$ cat config.mk
export PLATFORM = sky130hd
export DESIGN_NAME = ps2_rx
export DESIGN_NICKNAME = d
export VERILOG_FILES = /design/src/rtl/ps2_pkg.sv /design/src/rtl/ps2_rx_fifo.sv /design/src/rtl/ps2_rx.sv
export SDC_FILE = /design/constraint.sdc
export NUM_CORES = 1
export LEC_CHECK = 0
export BUFFER_PORTS_ARGS = -buffer_cell sky130_fd_sc_hd__buf_2
export CORE_MARGIN = 1.5
export CORE_UTILIZATION = 27
export DETAILED_ROUTE_END_ITERATION = 8
export GPL_TIMING_DRIVEN = 0
export SYNTH_ARGS = -nofsm -noshare
export SYNTH_HDL_FRONTEND = slang
export SYNTH_HIERARCHICAL = 1
export SYNTH_SLANG_ARGS = --single-unit
$ cat constraint.sdc
create_clock -name clk_core -period 3.9 [get_ports clk_core]
set_clock_uncertainty 0.05 [all_clocks]
set_input_delay 0.39 -clock clk_core [delete_from_list [all_inputs] [get_ports clk_core]]
set_output_delay 0.39 -clock clk_core [all_outputs]
set_load 0.01 [all_outputs]
$ cat src/rtl/ps2_pkg.sv
// Shared types and constants for the PS/2 receive path.
package ps2_pkg;

  typedef enum logic [1:0] {
    ST_IDLE,
    ST_DATA,
    ST_PARITY,
    ST_STOP
  } ps2_state_e;

  // start + 8 data + parity + stop
  localparam int unsigned FRAME_BITS = 11;

  // Bit positions inside the sticky err vector {overflow, framing, parity}
  localparam int unsigned ERR_PARITY   = 0;
  localparam int unsigned ERR_FRAMING  = 1;
  localparam int unsigned ERR_OVERFLOW = 2;

  // True when data plus parity bit carry an odd number of ones
  function automatic logic odd_parity_ok(input logic [7:0] data, input logic parity);
    return ^{data, parity};
  endfunction

endpackage

$ cat src/rtl/ps2_rx_fifo.sv
// Receive FIFO for ps2_rx: synchronous, power-of-two depth, registered head.
// A push into a full FIFO is accepted only when a pop happens in the same cycle.
module ps2_rx_fifo #(
  parameter int unsigned DEPTH = 8
) (
  input  logic                     clk_core,
  input  logic                     reset_n,
  input  logic                     push,
  input  logic [7:0]               push_data,
  input  logic                     rd_ready,
  output logic [7:0]               rd_data,
  output logic                     rd_valid,
  output logic [$clog2(DEPTH):0]   count,
  output logic                     overflow
);

  localparam int unsigned AW = $clog2(DEPTH);
  localparam logic [AW:0] FULL_COUNT = (AW + 1)'(DEPTH);

  if (DEPTH < 2 || (DEPTH & (DEPTH - 1)) != 0) begin : g_bad_depth
    $error("ps2_rx_fifo: DEPTH must be a power of two >= 2");
  end

  logic [7:0]    mem [DEPTH];
  logic [AW-1:0] wr_ptr;
  logic [AW-1:0] rd_ptr;
  logic [AW-1:0] rd_ptr_next;
  logic [AW:0]   count_next;
  logic          full;
  logic          pop;
  logic          push_ok;

  // Handshake qualification and next pointer/count values
  always_comb begin
    full        = (count == FULL_COUNT);
    pop         = rd_ready && (count != '0);
    push_ok     = push && (!full || pop);
    overflow    = push && full && !pop;
    rd_ptr_next = pop ? rd_ptr + 1'b1 : rd_ptr;
    count_next  = count;
    if (push_ok && !pop) begin
      count_next = count + 1'b1;
    end else if (!push_ok && pop) begin
      count_next = count - 1'b1;
    end
    rd_valid = (count != '0);
  end

  // Storage array, written only on an accepted push
  always_ff @(posedge clk_core) begin
    if (push_ok) begin
      mem[wr_ptr] <= push_data;
    end
  end

  // Pointers and occupancy; pointers wrap naturally at DEPTH
  always_ff @(posedge clk_core or negedge reset_n) begin
    if (!reset_n) begin
      wr_ptr <= '0;
      rd_ptr <= '0;
      count  <= '0;
    end else begin
      if (push_ok) begin
        wr_ptr <= wr_ptr + 1'b1;
      end
      rd_ptr <= rd_ptr_next;
      count  <= count_next;
    end
  end

  // Registered head: preloads the next entry, bypassing the write when the
  // slot being written is the one that becomes the head.
  always_ff @(posedge clk_core or negedge reset_n) begin
    if (!reset_n) begin
      rd_data <= '0;
    end else if (count_next != '0) begin
      rd_data <= (push_ok && (wr_ptr == rd_ptr_next)) ? push_data : mem[rd_ptr_next];
    end
  end

endmodule

$ cat src/rtl/ps2_rx.sv
// PS/2 device-to-host receiver with receive FIFO, sticky error flags and
// host-side clock inhibit. Optional frame timeout enabled by defining
// PS2_RX_TIMEOUT_EN.
module ps2_rx
  import ps2_pkg::*;
#(
  parameter int unsigned CLK_HZ     = 2_500_000,
  parameter int unsigned TIMEOUT_US = 2000,
  parameter int unsigned FIFO_DEPTH = 8
) (
  input  logic       clk_core,
  input  logic       reset_n,
  input  logic       ps2_clk_in,
  input  logic       ps2_data_in,
  input  logic       inhibit,
  output logic       clk_oe,
  output logic [7:0] rd_data,
  output logic       rd_valid,
  input  logic       rd_ready,
  output logic [2:0] err,
  input  logic       clear_err
);

  localparam int unsigned DATA_BITS = FRAME_BITS - 3;
  localparam int unsigned CNT_W     = $clog2(DATA_BITS);
  localparam int unsigned FCW       = $clog2(FIFO_DEPTH) + 1;
  localparam logic [FCW-1:0] OE_LEVEL = FCW'(FIFO_DEPTH - 1);

  if (CLK_HZ / 1_000_000 * TIMEOUT_US < 2) begin : g_bad_timeout
    $error("ps2_rx: timeout must span at least two core cycles");
  end

  logic             clk_s1, clk_s2, clk_s3;
  logic             dat_s1, dat_s2;
  logic             fall;
  ps2_state_e       state, state_next;
  logic [CNT_W-1:0] bit_cnt;
  logic [7:0]       shift_reg;
  logic             parity_bit;
  logic             push;
  logic             abort;
  logic             timeout_hit;
  logic             clk_oe_q;
  logic [2:0]       fsm_err;
  logic [2:0]       err_set;
  logic [FCW-1:0]   fifo_count;
  logic             fifo_overflow;

  // Two-flop synchronizers plus a third clock flop for fall detection
  always_ff @(posedge clk_core or negedge reset_n) begin
    if (!reset_n) begin
      clk_s1 <= 1'b1;
      clk_s2 <= 1'b1;
      clk_s3 <= 1'b1;
      dat_s1 <= 1'b1;
      dat_s2 <= 1'b1;
    end else begin
      clk_s1 <= ps2_clk_in;
      clk_s2 <= clk_s1;
      clk_s3 <= clk_s2;
      dat_s1 <= ps2_data_in;
      dat_s2 <= dat_s1;
    end
  end

  // Fall strobe and clk_oe-rise abort qualifier
  always_comb begin
    fall  = clk_s3 && !clk_s2;
    abort = (state != ST_IDLE) && clk_oe && !clk_oe_q;
  end

`ifdef PS2_RX_TIMEOUT_EN
  localparam int unsigned TO_LIMIT = CLK_HZ / 1_000_000 * TIMEOUT_US - 1;
  localparam int unsigned TO_W     = $clog2(TO_LIMIT + 1);

  logic [TO_W-1:0] to_cnt;

  // Inter-fall gap counter, held at zero while idle
  always_ff @(posedge clk_core or negedge reset_n) begin
    if (!reset_n) begin
      to_cnt <= '0;
    end else if (state == ST_IDLE || fall) begin
      to_cnt <= '0;
    end else if (to_cnt != TO_W'(TO_LIMIT)) begin
      to_cnt <= to_cnt + 1'b1;
    end
  end

  // Gap limit reached while a frame is in progress
  always_comb begin
    timeout_hit = (state != ST_IDLE) && (to_cnt == TO_W'(TO_LIMIT));
  end
`else
  // Frames only end through STOP, clk_oe abort or reset
  always_comb begin
    timeout_hit = 1'b0;
  end
`endif

  // Frame state register
  always_ff @(posedge clk_core or negedge reset_n) begin
    if (!reset_n) begin
      state <= ST_IDLE;
    end else begin
      state <= state_next;
    end
  end

  // Next state, push strobe and frame error flags; aborts take priority
  always_comb begin
    state_next = state;
    push       = 1'b0;
    fsm_err    = '0;
    if (abort) begin
      state_next = ST_IDLE;
    end else if (timeout_hit) begin
      state_next           = ST_IDLE;
      fsm_err[ERR_FRAMING] = 1'b1;
    end else if (fall) begin
      case (state)
        ST_IDLE: begin
          if (!dat_s2) begin
            state_next = ST_DATA;
          end
        end
        ST_DATA: begin
          if (bit_cnt == CNT_W'(DATA_BITS - 1)) begin
            state_next = ST_PARITY;
          end
        end
        ST_PARITY: begin
          state_next = ST_STOP;
        end
        ST_STOP: begin
          state_next = ST_IDLE;
          if (dat_s2 && odd_parity_ok(shift_reg, parity_bit)) begin
            push = 1'b1;
          end else begin
            fsm_err[ERR_FRAMING] = !dat_s2;
            fsm_err[ERR_PARITY]  = !odd_parity_ok(shift_reg, parity_bit);
          end
        end
        default: begin
          state_next = ST_IDLE;
        end
      endcase
    end
  end

  // Data shift register, bit counter and parity capture
  always_ff @(posedge clk_core or negedge reset_n) begin
    if (!reset_n) begin
      shift_reg  <= '0;
      bit_cnt    <= '0;
      parity_bit <= 1'b0;
    end else if (fall && !abort && !timeout_hit) begin
      case (state)
        ST_IDLE: begin
          bit_cnt <= '0;
        end
        ST_DATA: begin
          shift_reg <= {dat_s2, shift_reg[7:1]};
          bit_cnt   <= bit_cnt + 1'b1;
        end
        ST_PARITY: begin
          parity_bit <= dat_s2;
        end
        default: begin
        end
      endcase
    end
  end

  ps2_rx_fifo #(
    .DEPTH(FIFO_DEPTH)
  ) u_fifo (
    .clk_core (clk_core),
    .reset_n  (reset_n),
    .push     (push),
    .push_data(shift_reg),
    .rd_ready (rd_ready),
    .rd_data  (rd_data),
    .rd_valid (rd_valid),
    .count    (fifo_count),
    .overflow (fifo_overflow)
  );

  // Host clock hold-off: explicit inhibit or FIFO nearly full
  always_ff @(posedge clk_core or negedge reset_n) begin
    if (!reset_n) begin
      clk_oe   <= 1'b0;
      clk_oe_q <= 1'b0;
    end else begin
      clk_oe   <= inhibit || (fifo_count >= OE_LEVEL);
      clk_oe_q <= clk_oe;
    end
  end

  // Merge frame and FIFO error sources
  always_comb begin
    err_set               = fsm_err;
    err_set[ERR_OVERFLOW] = fifo_overflow;
  end

  // Sticky error flags; a new error wins over a same-cycle clear
  always_ff @(posedge clk_core or negedge reset_n) begin
    if (!reset_n) begin
      err <= '0;
    end else begin
      err <= (clear_err ? 3'b000 : err) | err_set;
    end
  end

endmodule

==> results of run 1 <==
## cells in the mapped netlist (2+ instances only)
cell type,n,share of area (%)
o21a_1,2,0.29
nand3b_1,2,0.29
dfstp_2,5,2.5
mux2_2,23,5.0
ha_1,11,2.6
nor4_1,2,0.24
nand2b_1,3,0.36
o2bb2ai_1,2,0.34
xnor3_1,2,0.87
a21oi_1,5,0.48
buf_1,2,0.14
dfrtp_1,37,18
mux2i_1,13,2.5
nor3_1,6,0.58
mux4_1,9,4.5
o211ai_1,2,0.29
buf_2,4,0.38
nand3_1,11,1.1
inv_1,9,0.65
nor2b_1,3,0.36
nand2_1,20,1.4
nor3b_1,5,0.72
mux4_2,23,10
buf_4,3,0.43
a211oi_1,3,0.43
xnor2_1,7,1.2
clkbuf_1,3,0.22
o21ai_0,8,0.77
and2_1,2,0.24
xor2_1,2,0.34
nor2_1,6,0.43
edfxtp_1,64,37
buf_6,3,0.65
a21o_1,3,0.43
## per-stage QoR
stage | power (W) | instances
finish | 0.00465 | 601
global route | 0.00493 | 601
CTS | 0.00467 | 600
detailed placement | 0.00361 | 584
global placement | 0.00354 | 582
floorplan | 0.00312 | 329
## final cells by class
cell class,instances,area (um2)
Buffer,16,100
Clock buffer,9,225
Clock inverter,7,115
Fill cell,1819,12800
Inverter,10,37.5
Multi-Input combinational cell,197,2130
Sequential cell,106,2980
Tap cell,234,293
Timing Repair Buffer,22,118
## critical path: stages, from the launching register on
cell     delay, ns
dfrtp_1       0.40
inv_1         0.11
ha_1          0.23
or3b_1        0.44
and2_1        0.20
and4_2        0.29
nor2b_2       0.19
nand2_1       0.09
o21ai_0       0.12
o21ai_0       0.16
o21ai_0       0.16
or4_1         0.57
buf_2         0.25
mux2_4        0.32
## how the worst min path moves through the flow
stage               startpoint    endpoint  slack (ns)  cells after the start
finish              ps2_clk_in      clk_s1        0.09                      1
floorplan              reset_n  bit_cnt[0]        0.04                      0
global route        ps2_clk_in      clk_s1        0.07                      1
detailed placement      clk_s1      clk_s2        0.30                      0
global placement        clk_s1      clk_s2        0.30                      0
CTS                 ps2_clk_in      clk_s1        0.07                      1
## power groups by stage
stage,Clock (W),Combinational [W],Sequential [W]
final,0.00103,0.00197,0.00165
after global routing,0.00110,0.00213,0.00169
after floorplan,0,0.00149,0.00163
after global placement,0,0.00188,0.00166
after CTS,0.00106,0.00196,0.00165
after detailed placement,0,0.00194,0.00168
## routing by layer
metal | part of all wire (%) | wire (um)
met1 | 45 | 4930
met2 | 50 | 5470
met3 | 4.4 | 485
met4 | 1.2 | 130
met5 | 0 | 0
## logic make-up after synthesis
logic type / Yosys count / share of synthesized area [%]
simple gates: 70 / 7.46
fa+ha+maj: 11 / 2.65
mux: 69 / 22.3
flops: 106 / 57.3
buf+inv: 26 / 2.65
compound gates: 35 / 5.00
xor+xnor: 12 / 2.69
## repair_timing
| action | CTS | global route |
|---|---|---|
| buffers inserted | 0 | 0 |
| resized for setup | 3 | 6 |
| cloned | 0 | 0 |
| pin swaps | 0 | 0 |
| endpoints found under the setup margin | 17 | 8 |
==> run_results.csv, run 1 <==
group,metric,value,unit
outcome,outcome,"complete, no violations",
floorplan,die_y,142,um
routing,drt-pass1-iter-count,4,
worst_setup_path,startpoint,"state[1]",
clocking,cts.sinks,106,
clocking,cts_buffers,9,
placement,hpwl,7610,um
synth,avgSynthCellArea,15.8,um2
timing,setup_tns,0,ns
power,p_sw,0.00154,W
final_layout,nets,380,
grt,grt_util_all_layers,11.7,%
routing,totalWireLength,11000,um
power,peakVddDrop,0.000276,V
clocking,cts_root_buf,"clkbuf_16",
timing,worst_slack,0.193,ns
clocking,ctsHoldBuffers,0,
timing,fmax,270,MHz
grt,use_met2,20.1,%
final_layout,layout_commonest_cell,"edfxtp_1",
worst_setup_path,r2r_cells,13,
timing,rsz0062_at_grt,"no",
placement,gp_congestion,0.796,
worst_setup_path,critPathCapture,"u_fifo/rd_data[7]",
grt,grt_pass1_wl,18000,um
final_layout,fin_area,6000,um2
synth,synth_edf_count,64,
timing,setup_viol,0,
worst_setup_path,r2r-start,"state[1]",
run,maxCapViolations,0,
grt,top_usage_layer,"met2",
placement,place_ws,-0.0230,ns
floorplan,die-area,20100,um2
timing,fin_crit_sh,95.0,%
final_layout,area_growth,15.4,%
placement,io_buffers,19,
synth,synth.ff_latch_count,106,
power,p_seq_share,35.6,%
grt,antenna_found_initial,0,
power,p_int,0.00311,W
floorplan,die_w,142,um
final_layout,largest_reg_flops,64,
final_layout,fin_util,32.0,%
synth,ys_seq_area_share,57.3,%
timing,hold_viol,0,
worst_setup_path,cp.arrival,3.89,ns
routing,viasPerCell,5.05,
routing,post-route-drc-count,0,
worst_setup_path,required,4.09,ns
power,power.leakage,2.25,nW
grt,grtUsageMet3,2.50,%
placement,place_area,5630,um2
grt,grt_overflow,0,
worst_setup_path,r2r-end,"u_fifo/rd_data[7]",
power,p_per_area,775,nW/um2
worst_setup_path,start_kind,"flop",
synth,synth_fp_nets,347,
floorplan,rows,50,
final_layout,diodes,0,
clocking,ctsLongestPathBuffers,2,
worst_setup_path,end_kind,"flop",
synth,synthCells,329,
power,switching_share,33.0,%
timing,drv_slew,0,
final_layout,drive_gt1_share,32.4,%
synth,synth-async-reset-ratio,39.6,%
clocking,clk_pin_slew,0.07,ns
grt,grt_max_degree,43,
clocking,cts_max_level,3,
timing,whs,0.0879,ns
worst_setup_path,path_class,"flop to flop",
clocking,cts_tree,"yes",
final_layout,final_cell_mix,"64 x edfxtp_1, 33 x dfrtp_1, 23 x mux2_2, 23 x buf_2, 23 x mux4_2",
power,clkPwrFrac,22.2,%
floorplan,core,18800,um2
routing,ant_nets,0,
synth,syn_area,5200,um2
timing,worst_pin_slew,1.01,ns
floorplan,pin_count,20,
routing,via_count,3036,
grt,grtUsageMet1,15.0,%
worst_setup_path,cp_max_fo,8,
clocking,clock_latency,0.35,ns
worst_setup_path,r2r_slack,0.19,ns
power,combPwrFrac,42.3,%
floorplan,start_util,27.7,%
routing,drt_iter0_drc,318,
timing,maxSlewHeadroom,33.0,%
grt,grt_pass1_vias,3206,
min_path,hp-class,"input port to flop",
synth,synth_top_flop_cell,"edfxtp_1",
timing,min_period,3.71,ns
synth,synth_cell_types,58,
routing,wl_per_cell,18.3,um
synth,synth_warnings,6,
(Power assumes the default switching activity.)
==> run 2: changes to the inputs <==
Settings changed: CELL_PAD_IN_SITES_DETAIL_PLACEMENT set to 1, CELL_PAD_IN_SITES_GLOBAL_PLACEMENT set to 2, CORE_UTILIZATION 27 to 40, PLACE_DENSITY_LB_ADDON set to 0.1.
==> run_results.csv, run 2 (synthesized netlist as in run 1, its figures left out) <==
group,metric,value,unit
outcome,outcome,"complete, no violations",
grt,grt_max_degree,43,
worst_setup_path,critPathCapture,"u_fifo/rd_data[7]",
worst_setup_path,r2r-start,"state[1]",
final_layout,instances_no_fill,539,
worst_setup_path,r2r_cells,11,
final_layout,largest_reg_flops,64,
power,p_per_area,767,nW/um2
grt,grt_overflow,0,
routing,drt_iter0_drc,189,
worst_setup_path,cp_slowest_cell,"or4_1",
clocking,cts_buffers,9,
worst_setup_path,r2r-end,"u_fifo/rd_data[7]",
placement,gp_congestion,0.724,
final_layout,drive_gt1_share,32.7,%
power,power,0.00451,W
final_layout,regArea,2980,um2
placement,io_buffers,19,
power,peakVddDrop,0.000378,V
floorplan,start_util,41.0,%
timing,worst_pin_slew,1.02,ns
floorplan,die_w,117,um
grt,grt_util_all_layers,18.7,%
worst_setup_path,cp_max_fo,8,
grt,grt_pass1_vias,3115,
worst_setup_path,end_kind,"flop",
timing,maxSlewHeadroom,31.6,%
routing,viasPerCell,5.61,
clocking,clock_latency,0.35,ns
grt,antenna_found_initial,0,
final_layout,nets,380,
clocking,cts_max_level,3,
routing,via_count,3022,
floorplan,core,12700,um2
timing,fin_crit_sh,95.4,%
worst_setup_path,cp.arrival,3.91,ns
final_layout,area_growth,12.9,%
placement,hpwl,8210,um
min_path,hp-class,"input port to flop",
placement,place_inst,523,
floorplan,die-area,13700,um2
final_layout,diodes,0,
timing,drv_slew,0,
worst_setup_path,critPathTopFamily,"simple AND/OR/NAND/NOR gates",
worst_setup_path,cp.depth,11,
floorplan,rows,41,
timing,fmax,269,MHz
run,maxCapViolations,0,
final_layout,layout_commonest_cell,"edfxtp_1",
routing,wl_per_cell,21.8,um
worst_setup_path,path_class,"flop to flop",
worst_setup_path,r2r_slack,0.18,ns
timing,setup_viol,0,
routing,drt-pass1-iter-count,4,
clocking,clk_pin_slew,0.07,ns
clocking,cts_root_buf,"clkbuf_16",
timing,rsz0062_at_grt,"no",
grt,grt_pass1_wl,18100,um
worst_setup_path,start_kind,"flop",
clocking,cts_tree,"yes",
clocking,ctsLongestPathBuffers,2,
clocking,cts.sinks,106,
routing,ant_nets,0,
routing,post-route-drc-count,0,
routing,totalWireLength,11700,um
floorplan,pin_count,20,
worst_setup_path,required,4.09,ns
final_layout,fill_cells,1265,
worst_setup_path,startpoint,"state[1]",
timing,hold_viol,0,
final_layout,multi_input_area,2130,um2
worst_setup_path,path_cells,"inv_1 > ha_1 > or3b_1 > and2_1 > and4_2 > nor2b_1 > a22oi_1 > a21o_1 > or4_1 > buf_2 > mux2_4",
floorplan,die_y,117,um
worst_setup_path,cpPeakStageDelay,0.51,ns
timing,min_period,3.72,ns
worst_setup_path,crit_buf_inv,2,
final_layout,final_cell_mix,"64 x edfxtp_1, 33 x dfrtp_1, 23 x mux2_2, 23 x buf_2, 23 x mux4_2",
power,power.leakage,2.23,nW
[run 2: changes by cell type in the layout (fill, tap and decap cells not counted), sizes merged]
| cell | delta |
|---|---|
| inv | +4 |
| bufinv | -3 |
| buf | +1 |
| clkinv | -1 |
| clkinvlp | -1 |
[run 2: through the flow]
| step | setup TNS (ns) | area (um2) | hold WS, ns | setup WS (ns) | utilization, % |
|---|---|---|---|---|---|
| 6_report | 0 | 5870 | 0.0812 | 0.178 | 46.4 |
| 5_1_grt | 0 | 5870 | 0.0645 | 0.00916 | 46.4 |
| 4_1_cts | 0 | 5870 | 0.0650 | 0.0175 | 46.3 |
| 3_5_place_dp | -1.19 | 5570 | 0.298 | -0.136 | 43.9 |
| 3_3_place_gp | -20.24 | 5510 | 0.296 | -0.768 | 43.5 |
| 2_1_floorplan | 0 | 5200 | 0.0444 | 0.692 | - |
[run 2: report_power, final]
part	internal (W)	switching (W)
Combinational	0.00103	0.000925
Sequential	0.00144	0.000232
Clock	0.000477	0.000408
[run 2: layout make-up]
cell class,count,area share [%]
Buffer,16,1.70
Tap cell,172,3.66
Inverter,10,0.639
Sequential cell,106,50.8
Clock buffer,10,4.26
Multi-Input combinational cell,197,36.2
Timing Repair Buffer,22,2.00
Clock inverter,6,0.724
[run 2: worst min path at each step]
stage	start	endpoint	slack (ns)	cells after the start
2_1_floorplan	reset_n	bit_cnt[0]	0.04	0
3_3_place_gp	dat_s1	dat_s2	0.30	0
3_5_place_dp	dat_s1	dat_s2	0.30	0
4_1_cts	ps2_data_in	dat_s1	0.07	1
5_1_grt	ps2_data_in	dat_s1	0.06	1
6_report	ps2_clk_in	clk_s1	0.08	1
[run 2: timing repair]
action,in CTS,in global routing
endpoints found under the hold margin,0,0
setup buffers,0,0
setup endpoints to repair,16,8
hold buffers,0,0
gates resized for setup,3,4
[run 2: routing by layer]
metal | share of wire (%) | global-route usage (%)
met1 | 46 | 25.3
met2 | 49 | 30.4
met3 | 3.2 | 3.86
met4 | 1.7 | 6.59
met5 | 0 | 0
==> run 3: changes to the inputs <==
Settings changed: SYNTH_HIERARCHICAL 1 to not set.
==> run_results.csv, run 3 <==
group,metric,value,unit
outcome,outcome,"complete, no violations",
clocking,cts.sinks,106,
final_layout,largest_reg_flops,64,
routing,wl_per_cell,21.8,um
power,p_per_area,793,nW/um2
floorplan,start_util,40.7,%
final_layout,fill_cells,1319,
clocking,cts_root_buf,"clkbuf_16",
placement,place_area,5730,um2
worst_setup_path,required,4.09,ns
timing,min_period,3.69,ns
synth,ys_seq_area_share,55.4,%
clocking,cts_tree,"yes",
final_layout,diodes,0,
timing,fin_crit_sh,94.6,%
clocking,cts_buffers,9,
synth,synth_warnings,0,
routing,totalWireLength,12500,um
clocking,ctsLongestPathBuffers,2,
routing,drt_iter0_drc,182,
grt,antenna_found_initial,0,
synth,synth_edf_count,64,
placement,gp_congestion,0.764,
synth,synth_fp_nets,375,
synth,avgSynthCellArea,15.0,um2
synth,syn_area,5370,um2
grt,grt_util_all_layers,19.1,%
timing,rsz0062_at_grt,"no",
clocking,cts_resized,0,
worst_setup_path,start_kind,"flop",
floorplan,die-area,14100,um2
worst_setup_path,end_kind,"flop",
synth,synth_most_common_cell,"mux2i_1",
final_layout,nets,407,
grt,grt_max_degree,43,
routing,drt-pass1-iter-count,4,
clocking,clock_latency,0.36,ns
run,maxCapViolations,0,
floorplan,rows,42,
worst_setup_path,cp.arrival,3.87,ns
timing,worst_slack,0.212,ns
worst_setup_path,cp_max_fo,10,
timing,maxSlewHeadroom,23.5,%
routing,viasPerCell,5.37,
min_path,hp-class,"input port to flop",
synth,synth-async-reset-ratio,39.6,%
clocking,cts_max_level,3,
floorplan,die_y,119,um
final_layout,fin_area,6050,um2
synth,synthTopCellsByCount,"75 x mux2i_1, 64 x edfxtp_1, 37 x dfrtp_1",
final_layout,drive_gt1_share,26.4,%
grt,grt_overflow,0,
placement,place_ws,-0.0128,ns
floorplan,core,13200,um2
routing,ant_nets,0,
synth,netlist.area_leader.share,35.8,%
placement,hpwl,8070,um
timing,fmax,271,MHz
worst_setup_path,path_class,"flop to flop",
timing,drv_slew,0,
synth,synthCells,357,
floorplan,pin_count,20,
power,power.leakage,2.37,nW
timing,setup_viol,0,
routing,via_count,3060,
power,peakVddDrop,0.000262,V
timing,worst_pin_slew,1.14,ns
final_layout,layout_commonest_cell,"mux2i_1",
synth,synth_largest_area_cell,"edfxtp_1",
synth,synth.ff_latch_count,106,
floorplan,die_w,119,um
final_layout,final_cell_mix,"75 x mux2i_1, 64 x edfxtp_1, 37 x dfrtp_1, 26 x mux2_2",
grt,grt_pass1_wl,19600,um
power,power,0.00480,W
synth,synth_top_flop_cell,"edfxtp_1",
final_layout,area_growth,12.7,%
routing,post-route-drc-count,0,
timing,hold_viol,0,
placement,io_buffers,18,
grt,grt_pass1_vias,3371,
synth,synth_area_leaders,"edfxtp_1 36%, dfrtp_1 17%, mux2i_1 14%, mux2_2 5.4%, mux4_2 5.0%",
synth,synth_cell_types,52,
clocking,clk_pin_slew,0.08,ns
==> run 3: per-stage QoR <==
stage / hold WS (ns) / cells / util, % / TNS (ns)
floorplan: 0.0444 / 357 / - / 0
global placement: 0.297 / 551 / 43.1 / -1.37
detailed placement: 0.297 / 553 / 43.4 / -0.0621
CTS: 0.0680 / 569 / 45.7 / 0
global route: 0.0723 / 570 / 45.9 / 0
finish: 0.0787 / 570 / 45.9 / 0
==> run 3: critical path, cell delays in order, from the launching register on <==
cell and delay, ns:
dfrtp_1 0.43, inv_1 0.15, ha_1 0.25, or3b_4 0.42, and3_1 0.25, xnor2_4 0.51, buf_6 0.29, xor2_1 0.19
nand3_2 0.36, mux2_2 0.40, mux2_2 0.26
==> run 3: routing by layer <==
metal | vias to the layer above | global-route usage [%] | share of wire, %
li1 | 1420 | - | -
met1 | 1589 | 25.4 | 46
met2 | 41 | 32.3 | 50
met3 | 10 | 2.35 | 2.7
met4 | 0 | 6.70 | 1.1
met5 | - | 0 | 0
==> run 3: kinds of logic after synthesis <==
logic type / synth area share [%]
compound gates: 2.26
xor+xnor: 3.54
fa+ha+maj: 2.56
buf+inv: 2.38
flops: 55.4
mux: 26.8
simple gates: 6.99
==> run 3: final timing paths <==
check / start / to / slack (ns) / cells after the start
worst max register to register: u_fifo.count[0] / u_fifo.rd_data[0] / 0.21 / 10
worst min-delay path: ps2_clk_in / clk_s1 / 0.08 / 1
worst min register to register: clk_s1 / clk_s2 / 0.31 / 0
worst max-delay path: u_fifo.count[0] / u_fifo.rd_data[0] / 0.21 / 10
min in group asynchronous: reset_n / u_fifo.rd_ptr[1] / 0.16 / 1
max in group asynchronous: reset_n / shift_reg[5] / 3.01 / 1
==> run 3: where the power goes <==
group          leakage, nW  switching, W  total, W  internal, W
Sequential            1.07      0.000207   0.00164      0.00143
Clock                0.152      0.000434  0.000919     0.000485
Combinational         1.15       0.00111   0.00224      0.00113
==> run 3: final cells by class <==
class                           instances  area (um2)  area share, %
Inverter                                9        33.8          0.558
Clock inverter                          6        55.1          0.909
Clock buffer                           10         250           4.13
Sequential cell                       106        2980           49.2
Timing Repair Buffer                   21         129           2.13
Multi-Input combinational cell        224        2290           37.9
Buffer                                 18        93.8           1.55
Tap cell                              176         220           3.64
==> run 3: what timing repair did <==
item,in CTS,in global routing
pin swaps,1,1
cloned,0,0
hold buffers,0,0
endpoints found under the setup margin,8,8
buffers inserted,0,1
